### src/rtl/video_pattern_generator.sv
// rtl/video_pattern_generator.sv - VGA test-pattern generator with debounced mode button
//
// Produces registered per-pixel RGB from the timing block's column/row counters.
// Output latency is one clock, and the output is blanked outside the active area.
// The mode button selects one of 8 patterns: 4 solid colours, colour bars,
// checkerboard, red gradient and border.
//
// Optional build macro: VIDEO_PATTERN_AUTO_CYCLE_EN
//   When defined, the mode also advances automatically every AUTO_FRAMES frames.
//
// Ports:
//   clk          in   pixel clock
//   rst          in   asynchronous reset, active-high
//   btn          in   raw mode button (asynchronous, bouncy, active-high)
//   col_counter  in   current column  [CNT_W]
//   row_counter  in   current row     [CNT_W]
//   red          out  red drive       [RED_W], registered
//   grn          out  green drive     [GRN_W], registered
//   blu          out  blue drive      [BLU_W], registered
//   mode         out  current pattern index [3], registered
module video_pattern_generator #(
  parameter int DISP_COLS       = 640,
  parameter int DISP_ROWS       = 480,
  parameter int CNT_W           = 12,
  parameter int RED_W           = 3,
  parameter int GRN_W           = 3,
  parameter int BLU_W           = 2,
  parameter int DEBOUNCE_CYCLES = 250000,
  parameter int CHECKER_LOG2    = 5,
  parameter int GRAD_SHIFT      = 7,
  parameter int AUTO_FRAMES     = 60
) (
  input  logic             clk,
  input  logic             rst,
  input  logic             btn,
  input  logic [CNT_W-1:0] col_counter,
  input  logic [CNT_W-1:0] row_counter,
  output logic [RED_W-1:0] red,
  output logic [GRN_W-1:0] grn,
  output logic [BLU_W-1:0] blu,
  output logic [2:0]       mode
);

  localparam int                DB_W   = $clog2(DEBOUNCE_CYCLES);
  localparam logic [DB_W-1:0]   DB_MAX = DB_W'(DEBOUNCE_CYCLES - 1);
  localparam logic [RED_W-1:0]  R_FULL = '1;
  localparam logic [GRN_W-1:0]  G_FULL = '1;
  localparam logic [BLU_W-1:0]  B_FULL = '1;

  // Button synchroniser and debouncer
  logic            btn_m, btn_s;
  logic            deb, deb_d;
  logic [DB_W-1:0] deb_cnt;
  logic            btn_adv;
  logic            step;

  always_ff @(posedge clk or posedge rst) begin
    if (rst) begin
      btn_m   <= 1'b0;
      btn_s   <= 1'b0;
      deb     <= 1'b0;
      deb_d   <= 1'b0;
      deb_cnt <= '0;
    end else begin
      btn_m <= btn;
      btn_s <= btn_m;
      deb_d <= deb;
      if (btn_s == deb) begin
        deb_cnt <= '0;
      end else if (deb_cnt == DB_MAX) begin
        deb     <= btn_s;
        deb_cnt <= '0;
      end else begin
        deb_cnt <= deb_cnt + 1'b1;
      end
    end
  end

  // Only the press edge advances; holding or releasing does not.
  assign btn_adv = deb & ~deb_d;

`ifdef VIDEO_PATTERN_AUTO_CYCLE_EN
  localparam int               FR_W   = $clog2(AUTO_FRAMES) + 1;
  localparam logic [FR_W-1:0]  FR_MAX = FR_W'(AUTO_FRAMES - 1);

  logic [FR_W-1:0] frame_cnt;
  logic            frame_evt;
  logic            auto_adv;

  assign frame_evt = (col_counter == '0) && (row_counter == '0);
  assign auto_adv  = frame_evt && (frame_cnt == FR_MAX);
  // A coincident button and auto advance collapse into a single step.
  assign step      = btn_adv | auto_adv;

  always_ff @(posedge clk or posedge rst) begin
    if (rst) begin
      frame_cnt <= '0;
    end else if (btn_adv || auto_adv) begin
      frame_cnt <= '0;
    end else if (frame_evt) begin
      frame_cnt <= frame_cnt + 1'b1;
    end
  end
`else
  assign step = btn_adv;
`endif

  always_ff @(posedge clk or posedge rst) begin
    if (rst) begin
      mode <= 3'd0;
    end else if (step) begin
      mode <= mode + 3'd1;
    end
  end

  // Pixel generation
  logic             active;
  logic [2:0]       bar;
  logic [2:0]       bar_c;
  logic             border;
  logic [RED_W-1:0] r_n;
  logic [GRN_W-1:0] g_n;
  logic [BLU_W-1:0] b_n;

  assign active = (col_counter < CNT_W'(DISP_COLS)) && (row_counter < CNT_W'(DISP_ROWS));
  assign border = (col_counter == '0) || (col_counter == CNT_W'(DISP_COLS - 1)) ||
                  (row_counter == '0) || (row_counter == CNT_W'(DISP_ROWS - 1));

  // Bar index from constant boundaries k*DISP_COLS/8; no runtime divide.
  always_comb begin
    bar = 3'd0;
    for (int i = 1; i < 8; i++) begin
      if (col_counter >= CNT_W'(i * DISP_COLS / 8)) bar = 3'(i);
    end
  end

  assign bar_c = 3'd7 - bar;

  always_comb begin
    r_n = '0;
    g_n = '0;
    b_n = '0;
    if (active) begin
      case (mode)
        3'd0: begin r_n = R_FULL; g_n = G_FULL; end
        3'd1: begin r_n = R_FULL; b_n = B_FULL; end
        3'd2: begin g_n = G_FULL; b_n = B_FULL; end
        3'd3: begin r_n = R_FULL; g_n = G_FULL; b_n = B_FULL; end
        3'd4: begin
          r_n = bar_c[2] ? R_FULL : '0;
          g_n = bar_c[1] ? G_FULL : '0;
          b_n = bar_c[0] ? B_FULL : '0;
        end
        3'd5: begin
          if (!(col_counter[CHECKER_LOG2] ^ row_counter[CHECKER_LOG2])) begin
            r_n = R_FULL; g_n = G_FULL; b_n = B_FULL;
          end
        end
        3'd6: r_n = col_counter[GRAD_SHIFT +: RED_W];
        default: begin
          if (border) begin
            r_n = R_FULL; g_n = G_FULL; b_n = B_FULL;
          end
        end
      endcase
    end
  end

  always_ff @(posedge clk or posedge rst) begin
    if (rst) begin
      red <= '0;
      grn <= '0;
      blu <= '0;
    end else begin
      red <= r_n;
      grn <= g_n;
      blu <= b_n;
    end
  end

endmodule

### config.mk
export PLATFORM = sky130hd
export DESIGN_NAME = video_pattern_generator
export DESIGN_NICKNAME = d
export VERILOG_FILES = /design/src/rtl/video_pattern_generator.sv
export SDC_FILE = /design/constraint.sdc
export NUM_CORES = 1
export LEC_CHECK = 0
export CAP_MARGIN = 0
export CORE_MARGIN = 2
export CORE_UTILIZATION = 30
export CTS_CLUSTER_SIZE = 30
export DETAILED_ROUTE_END_ITERATION = 8
export DONT_BUFFER_PORTS = 1
export REMOVE_ABC_BUFFERS = 1
export SLEW_MARGIN = 20
export SYNTH_ARGS = -nofsm -noshare
export SYNTH_HDL_FRONTEND = slang
export SYNTH_SLANG_ARGS = --single-unit
### constraint.sdc
create_clock -name clk -period 5.4 [get_ports clk]
set_clock_uncertainty 0.1 [all_clocks]
set_input_delay 1.08 -clock clk [delete_from_list [all_inputs] [get_ports clk]]
set_output_delay 1.08 -clock clk [all_outputs]
set_load 0.005 [all_outputs]
# After elaboration in Yosys (flattened, before gate mapping)
# Cells that the tools add are included.
[op_classes]
eq_ne = 10
n_mux = 22
bitwise = 4
reduce_logical = 13
add_sub_neg = 3
magnitude_cmp = 9
[ops]
columns = ["op", "count"]
rows = [
  ["12-bit by 9-bit >= comparator with 1-bit output (second input constant)", 3],
  ["18-bit two-way mux", 2],
  ["3-bit two-way mux", 12],
  ["12-bit by 8-bit >= comparator with 1-bit output (second input constant)", 2],
  ["12-bit logical NOT", 2],
  ["18-bit by 1-bit adder with 18-bit output (second input constant)", 1],
  ["18-bit equality test (second input constant)", 1],
  ["3-bit case mux with 5 select lines", 1],
  ["12-bit by 10-bit equality test with 1-bit output (second input constant)", 1],
  ["12-bit by 9-bit equality test with 1-bit output (second input constant)", 1],
  ["12-bit by 10-bit >= comparator with 1-bit output (second input constant)", 1],
  ["12-bit by 7-bit >= comparator with 1-bit output (second input constant)", 1],
  ["12-bit by 10-bit less-than comparator with 1-bit output (second input constant)", 1],
  ["12-bit by 9-bit less-than comparator with 1-bit output (second input constant)", 1],
  ["3-bit case mux with 4 select lines", 1],
  ["3-bit equality test (second input constant)", 3],
  ["3-bit OR reduction", 3],
  ["2-bit two-way mux", 4],
  ["2-bit case mux with 4 select lines", 1],
  ["3-bit by 2-bit equality test with 1-bit output (second input constant)", 2],
  ["2-bit OR reduction", 2],
  ["3-bit by 1-bit adder with 3-bit output (second input constant)", 1],
  ["3-bit by 1-bit equality test with 1-bit output (second input constant)", 1],
  ["3-bit logical NOT", 1],
  ["9 further kinds", 12],
]
[word_totals]
out_inout_bits = 11
inputBits = 27
regBits = 33
wordCells = 70

# Depth between registers and ports, before layout
# Gate-level depths: netlist of run 1.
[logic_depth]
depth_word = 12
mapped_depth = 8

# Worst setup path after synthesis of run 1
# No wires, ideal clock.
[synth_path]
path_kind = "input -> register"
start = "input row_counter[9]"
end = "register blu[0]"
arrival_time_ns = 2.022
stages = 4
setup_slack_ns = 3.190
n_path_buf = 0
t_required_ns = 5.212
setup_ns = 0.088
path_cell_list = "or3_1 > a211oi_1 > nor3_1 > nor3b_1"
[synth_between]
elab_chain_cells = 6
elab_cells_between_ends = 9
[synth_rtl]
columns = ["element", "line", "rtl"]
rows = [
  ["start: declaration", "37", "input logic [CNT_W-1:0] row_counter,"],
  ["12-bit logical NOT", "127", "(row_counter == '0) || (row_counter == CNT_W'(DISP_ROWS - 1));"],
  ["1-bit logical OR", "126", "assign border = (col_counter == '0) || (col_counter == CNT_W'(DISP_COLS - 1)) ||"],
  ["1-bit logical OR", "127", ""],
  ["2-bit two-way mux", "161", "if (border) begin"],
  ["2-bit case mux with 4 select lines", "144", "case (mode)"],
  ["2-bit two-way mux *", "143", "if (active) begin"],
  ["via b_n[0]", "123", "logic [BLU_W-1:0] b_n;"],
  ["end signal: assignment", "177", "blu <= b_n;"],
  ["end: declaration", "40", "output logic [BLU_W-1:0] blu,"],
]
# Mark *: on every way through the listed nets, which the timed path passes. The rest lies on a longest branch.
# A chain may end at the register's enable or synchronous reset.

# Final worst setup path of run 1
[layout_path]
start = "register deb_cnt[0]"
end = "register deb_cnt[8]"
[layout_between]
elab_chain_cells = 3
elab_cells_between_ends = 4
[layout_rtl]
columns = ["element", "line", "rtl"]
rows = [
  ["start: declaration", "53", "logic [DB_W-1:0] deb_cnt;"],
  ["start signal: assignment", "74", "deb_cnt <= deb_cnt + 1'b1;"],
  ["18-bit by 1-bit adder with 18-bit output / 18-bit equality test (equally long branches)", "74, 70", ""],
  ["18-bit two-way mux *", "70", "end else if (deb_cnt == DB_MAX) begin"],
  ["18-bit two-way mux *", "68", "if (btn_s == deb) begin"],
]
# Mark *: on every way between the ends. The rest lies on a longest branch, timed or not.

==> qor.txt, run 1 <==
status - finished clean
CTS tree - built
final WL - 3680 um
Critical Path, Cell by Cell - ha_1 > nand3_1 > nor4_2 > nand2b_1 > nor2_1
Hold Crit Depth - 0
Post-CTS Hold Fix Bufs - 0
CP Class - reg -> reg
most frequent cells in the layout - dfrtp_1, nor2_1, nand2_1
Inserted Diodes - 0
reg-to-reg critical path endpoint - deb_cnt[8]
final worst-path cycle share - 41.0%
clock sink count - 30
Worst Hold Class - reg -> reg
CTS resizes - 0
EDFF count, synth - 0
hold_sp - btn_m
area post-placement - 1890 um2
Reg2Reg Launch Point - deb_cnt[0]
Final Cell Area - 2030 um2
Crit-path slowest cell - nand2b_1
CTS H-tree depth - 2
post-route setup slack - 3190 ps
slew at the pin with the worst max-slew slack - 826 ps
Worst Path Required - 5420 ps
Pwr Density - 263 nW/um2
number of global-route vias before repair - 1,424
GP Congestion - 0.813
Initial Util - 31.2%
Die W - 82.4 um
Root Buffer - clkbuf_8
Routed Antenna Nets - 0
crit path launch type - register
number of max-cap violations - 0
Post-Syn Area - 1850 um2
WP data arrival - 2240 ps
Cells after DPL - 262
Syn-to-layout area delta - 9.90%
Die Ht - 82.4 um
die area - 6790 um2
Total GRT Usage - 12.2%
setup slack, reg-to-reg - 3190 ps
io pins - 38
IO Port Bufs - 0
GRT overflow - 0
Avg Vias per Cell - 5.15
first-pass GRT wire length - 6310 um
Final Setup Violations - 0
post-CTS setup buffers - 0
Slew headroom - 45.0%
Largest stage delay, worst path - 690 ps
Reg2Reg Depth - 5
layout cells sized above 1 - 15.4%
Min Hold Slack - 248 ps
drt first-iter violations - 47
std cell rows - 28
crit path max fanout - 18
initial antenna violation count - 0
Net count, final - 227
clk slew on worst S/H paths - 70 ps
Post-Layout Cell Count - 270
most common cell after layout, fill and taps aside - dfrtp_1
ys flop type - dfrtp_1
TritonRoute pass-1 iters - 4
# fillers - 604
final hold vios - 0
Fin Setup TNS - 0 ps
VDD IR-drop max - 0.193 mV
Slew Viols, Final - 0
synth unique cells - 53
pre-CTS setup slack - 3090 ps
Core Region - 5920 um2
Seq/Total Area, Yosys - 40.7%
Synth async-reset ratio - 100%
Max Root-Sink Buffers - 2
Cells after Synth - 194
post-route minimum period - 2210 ps
Crit. End Element - register
leak pwr - 0.820 nW
via count - 1,390
Yosys warning count - 0
Hold Path End - btn_s
DPL Wire Length - 2710 um
Yosys reg bits - 30
Mapped Avg Cell Area - 9.51 um2
total CTS buffers - 5
Worst-Skew Late Latency - 280 ps
DRC violations left - 0
RSZ-0062 raised after global routing - no
maximum clock frequency - 452 MHz
DR WL/cell - 13.6 um
largest net degree at the start of global routing - 31
[power by group]
part	internal, mW	switching [mW]
clock network	0.197	0.0870
logic	0.00732	0.0128
registers	0.228	0.00249
[Yosys cell counts, types with 2 or more instances]
master     n  area (um2)
nor3_1     4        20.0
inv_1      7        26.3
o22ai_1    4        25.0
nand3_1   10        50.1
and3_1     3        18.8
nand4_1    6        37.5
nor4_1     4        25.0
a41oi_1    3        26.3
nor2_2     6        37.5
nor3b_1    2        15.0
dfrtp_1   30         751
xor2_1    11        96.3
ha_1       6        75.1
nand2_1   14        52.6
a21oi_1    5        25.0
o21ai_0    4        20.0
mux2_2     2        22.5
nand2b_1   3        18.8
xnor2_1    8        70.1
a31o_2     2        17.5
nand3b_1   2        15.0
nor2_1    24        90.1
buf_4      3        22.5
clkbuf_1   2        7.51
[cells by family after synthesis]
kind of cell    after synthesis  synth area share, %
flops                        30                 40.7
buf+inv                      16                 4.95
fa+ha+maj                     7                 4.68
mux                           3                 1.76
xor+xnor                     19                 9.02
compound gates               29                 11.4
simple gates                 90                 27.5
[how the worst max path moves through the flow]
stage / endpoint / startpoint / cells past startpoint
2_1_floorplan: blu[0] / row_counter[9] / 4
3_3_place_gp: grn[1] / row_counter[9] / 5
3_5_place_dp: grn[1] / row_counter[9] / 5
4_1_cts: deb_cnt[8] / deb_cnt[0] / 5
5_1_grt: deb_cnt[8] / deb_cnt[0] / 5
6_report: deb_cnt[8] / deb_cnt[0] / 5
[worst max-delay path, delay by kind of cell (launching register included)]
family        cells  cell delay [ps]
fa+ha+maj         1              220
flops             1              390
simple gates      4             1340
[per-stage QoR]
stage	utilization [%]	total power, mW
after detailed placement	31.8	0.255
after global routing	34.3	0.556
after CTS	34.3	0.539
after floorplan	-	0.250
final	34.3	0.534
after global placement	31.8	0.255
[sequential cells by signal, indices dropped and copies added, names as in the netlist]
| name | flops |
|---|---|
| blu | 1 |
| btn_m | 1 |
| deb | 1 |
| red | 3 |
| deb_d | 1 |
| btn_s | 1 |
| grn | 1 |
| deb_cnt | 18 |
| mode | 3 |
[metal layers]
layer  GRT usage (%)  wire length (um)  vias to the layer above
li1                -                 -                      684
met1            15.8              1720                      662
met2            19.8              1750                       40
met3            3.26               185                        4
met4            3.50                29                        0
met5               0                 0                        -
[area by class of cell]
cell class                 count  area (um2)  share of cell area, %
clock inverter                 2        60.1                   2.96
clock buffer                   6        82.6                   4.07
tap                           75        93.8                   4.63
sequential                    30         751                   37.0
inverter                       8        30.0                   1.48
multi-input combinational    148        1000                   49.5
timing repair buffer           1        7.51                  0.370
Note: power is estimated with default switching activity, not from simulation.
==> run 2: changes to the inputs <==
==> constraint.sdc (replaced) <==
create_clock -name clk -period 1.8 [get_ports clk]
set_clock_uncertainty 0.1 [all_clocks]
set_input_delay 0.36 -clock clk [delete_from_list [all_inputs] [get_ports clk]]
set_output_delay 0.36 -clock clk [all_outputs]
set_load 0.005 [all_outputs]
==> run 2 against run 1 <==
Combinational power rose to 3.6 times the previous value. Routed wire length rose by 4.8%. Cell area rose by 7.9%. Critical path depth rose by 2. Power rose by 140%. Clock-buffer cell count fell by 1. Fmax rose by 29%.
==> qor.txt, run 2 (synthesis results as in run 1) <==
max reg flops - 18
Avg Vias per Cell - 5.08
most common cell after layout, fill and taps aside - dfrtp_1
final hold vios - 0
most frequent cells in the layout - dfrtp_1, nor2_1, buf_4
Worst Path Required - 1840 ps
largest registers - deb_cnt (18), mode (3), red (3)
Core Region - 5920 um2
Critical Path, Cell by Cell - buf_4 > ha_2 > nand2_2 > o22ai_2 > a31o_2 > o21ai_0 > a21oi_1
GRT overflow - 0
IO Port Bufs - 0
DPL Wire Length - 2850 um
crit path launch type - register
Die W - 82.4 um
TritonRoute pass-1 iters - 4
post-route setup slack - 86.3 ps
Root Buffer - clkbuf_8
Final Cell Area - 2190 um2
final WL - 3860 um
slew at the pin with the worst max-slew slack - 385 ps
drt first-iter violations - 50
Final Setup Violations - 0
Slew headroom - 74.2%
Worst Hold Class - reg -> reg
clk slew on worst S/H paths - 60 ps
number of global-route vias before repair - 1,427
Min Hold Slack - 249 ps
number of max-cap violations - 0
io pins - 38
Inserted Diodes - 0
Initial Util - 31.2%
die area - 6790 um2
CTS H-tree depth - 2
post-layout util - 37.0%
Die Ht - 82.4 um
total CTS buffers - 5
Net count, final - 246
Pwr Density - 580 nW/um2
post-route minimum period - 1710 ps
DR WL/cell - 13.4 um
Routed Antenna Nets - 0
layout cells sized above 1 - 28.2%
largest net degree at the start of global routing - 31
std cell rows - 28
Max Root-Sink Buffers - 2
Crit. End Element - register
final worst-path cycle share - 95.2%
Worst-Skew Late Latency - 290 ps
crit path max fanout - 5
Largest stage delay, worst path - 440 ps
Top reg by flops - deb_cnt
first-pass GRT wire length - 6290 um
via count - 1,464
Crit-path slowest cell - dfrtp_2
CTS tree - built
GP Congestion - 0.827
leak pwr - 0.927 nW
status - finished clean
Syn-to-layout area delta - 18.6%
initial antenna violation count - 0
DRC violations left - 0
WP data arrival - 1760 ps
Total GRT Usage - 12.2%
CP Class - reg -> reg
maximum clock frequency - 584 MHz
area post-placement - 1980 um2
clock sink count - 30
pre-CTS setup slack - 12.9 ps
VDD IR-drop max - 0.281 mV
Slew Viols, Final - 0
==> run 2: cell type report <==
cell class                      count  area, um2
Clock buffer                        5       68.8
Clock inverter                      2       10.0
Fill cell                         608       3730
Inverter                            8       30.0
Multi-Input combinational cell    148       1080
Sequential cell                    30        753
Tap cell                           75       93.8
Timing Repair Buffer               20        155
==> run 2: what timing repair did <==
action	in CTS	in global routing
buffers inserted	0	4
gates resized for setup	0	18
hold buffers	2	0
setup endpoints to repair	0	23
endpoints found under the hold margin	31	0
==> run 2: final timing paths <==
| path | startpoint | endpoint | slack, ps | cells after the start |
|---|---|---|---|---|
| setup / recovery | mode[0] | red[0] | 90 | 7 |
| hold / removal | btn_m | btn_s | 250 | 0 |
| setup reg to reg | mode[0] | red[0] | 90 | 7 |
| hold reg to reg | btn_m | btn_s | 250 | 0 |
| max in group asynchronous | rst | mode[0] | 810 | 3 |
| min in group asynchronous | rst | deb_cnt[16] | 490 | 3 |
==> run 2: per-stage QoR <==
stage	TNS (ps)	instances	power [mW]
3_5_place_dp	0	275	0.771
4_1_cts	0	284	1.29
6_report	0	288	1.27
2_1_floorplan	-241	186	0.750
5_1_grt	-31.2	288	1.34
3_3_place_gp	0	275	0.770
==> run 2: power by group <==
part | internal, mW | switching [mW] | total, mW
combinational | 0.0315 | 0.0407 | 0.0722
sequential | 0.683 | 0.00845 | 0.692
clock | 0.259 | 0.246 | 0.505
==> run 2: layer usage <==
layer / routed length [um] / share of wire (%) / vias up / global-route usage, %
met1: 1750 / 45 / 704 / 14.7
met3: 176 / 4.6 / 8 / 3.59
met2: 1870 / 48 / 30 / 20.4
met4: 63 / 1.6 / 0 / 4.50
li1: - / - / 722 / -
met5: 0 / 0 / - / 0
==> run 2: worst max-delay path: cells and delay by family (launching register included) <==
kind	cells	cell delay (ps)
and+or+nand+nor	1	130
AOI/OAI and AO/OA	4	560
adders and majority gates	1	210
DFF	1	440
buffers and inverters	1	140
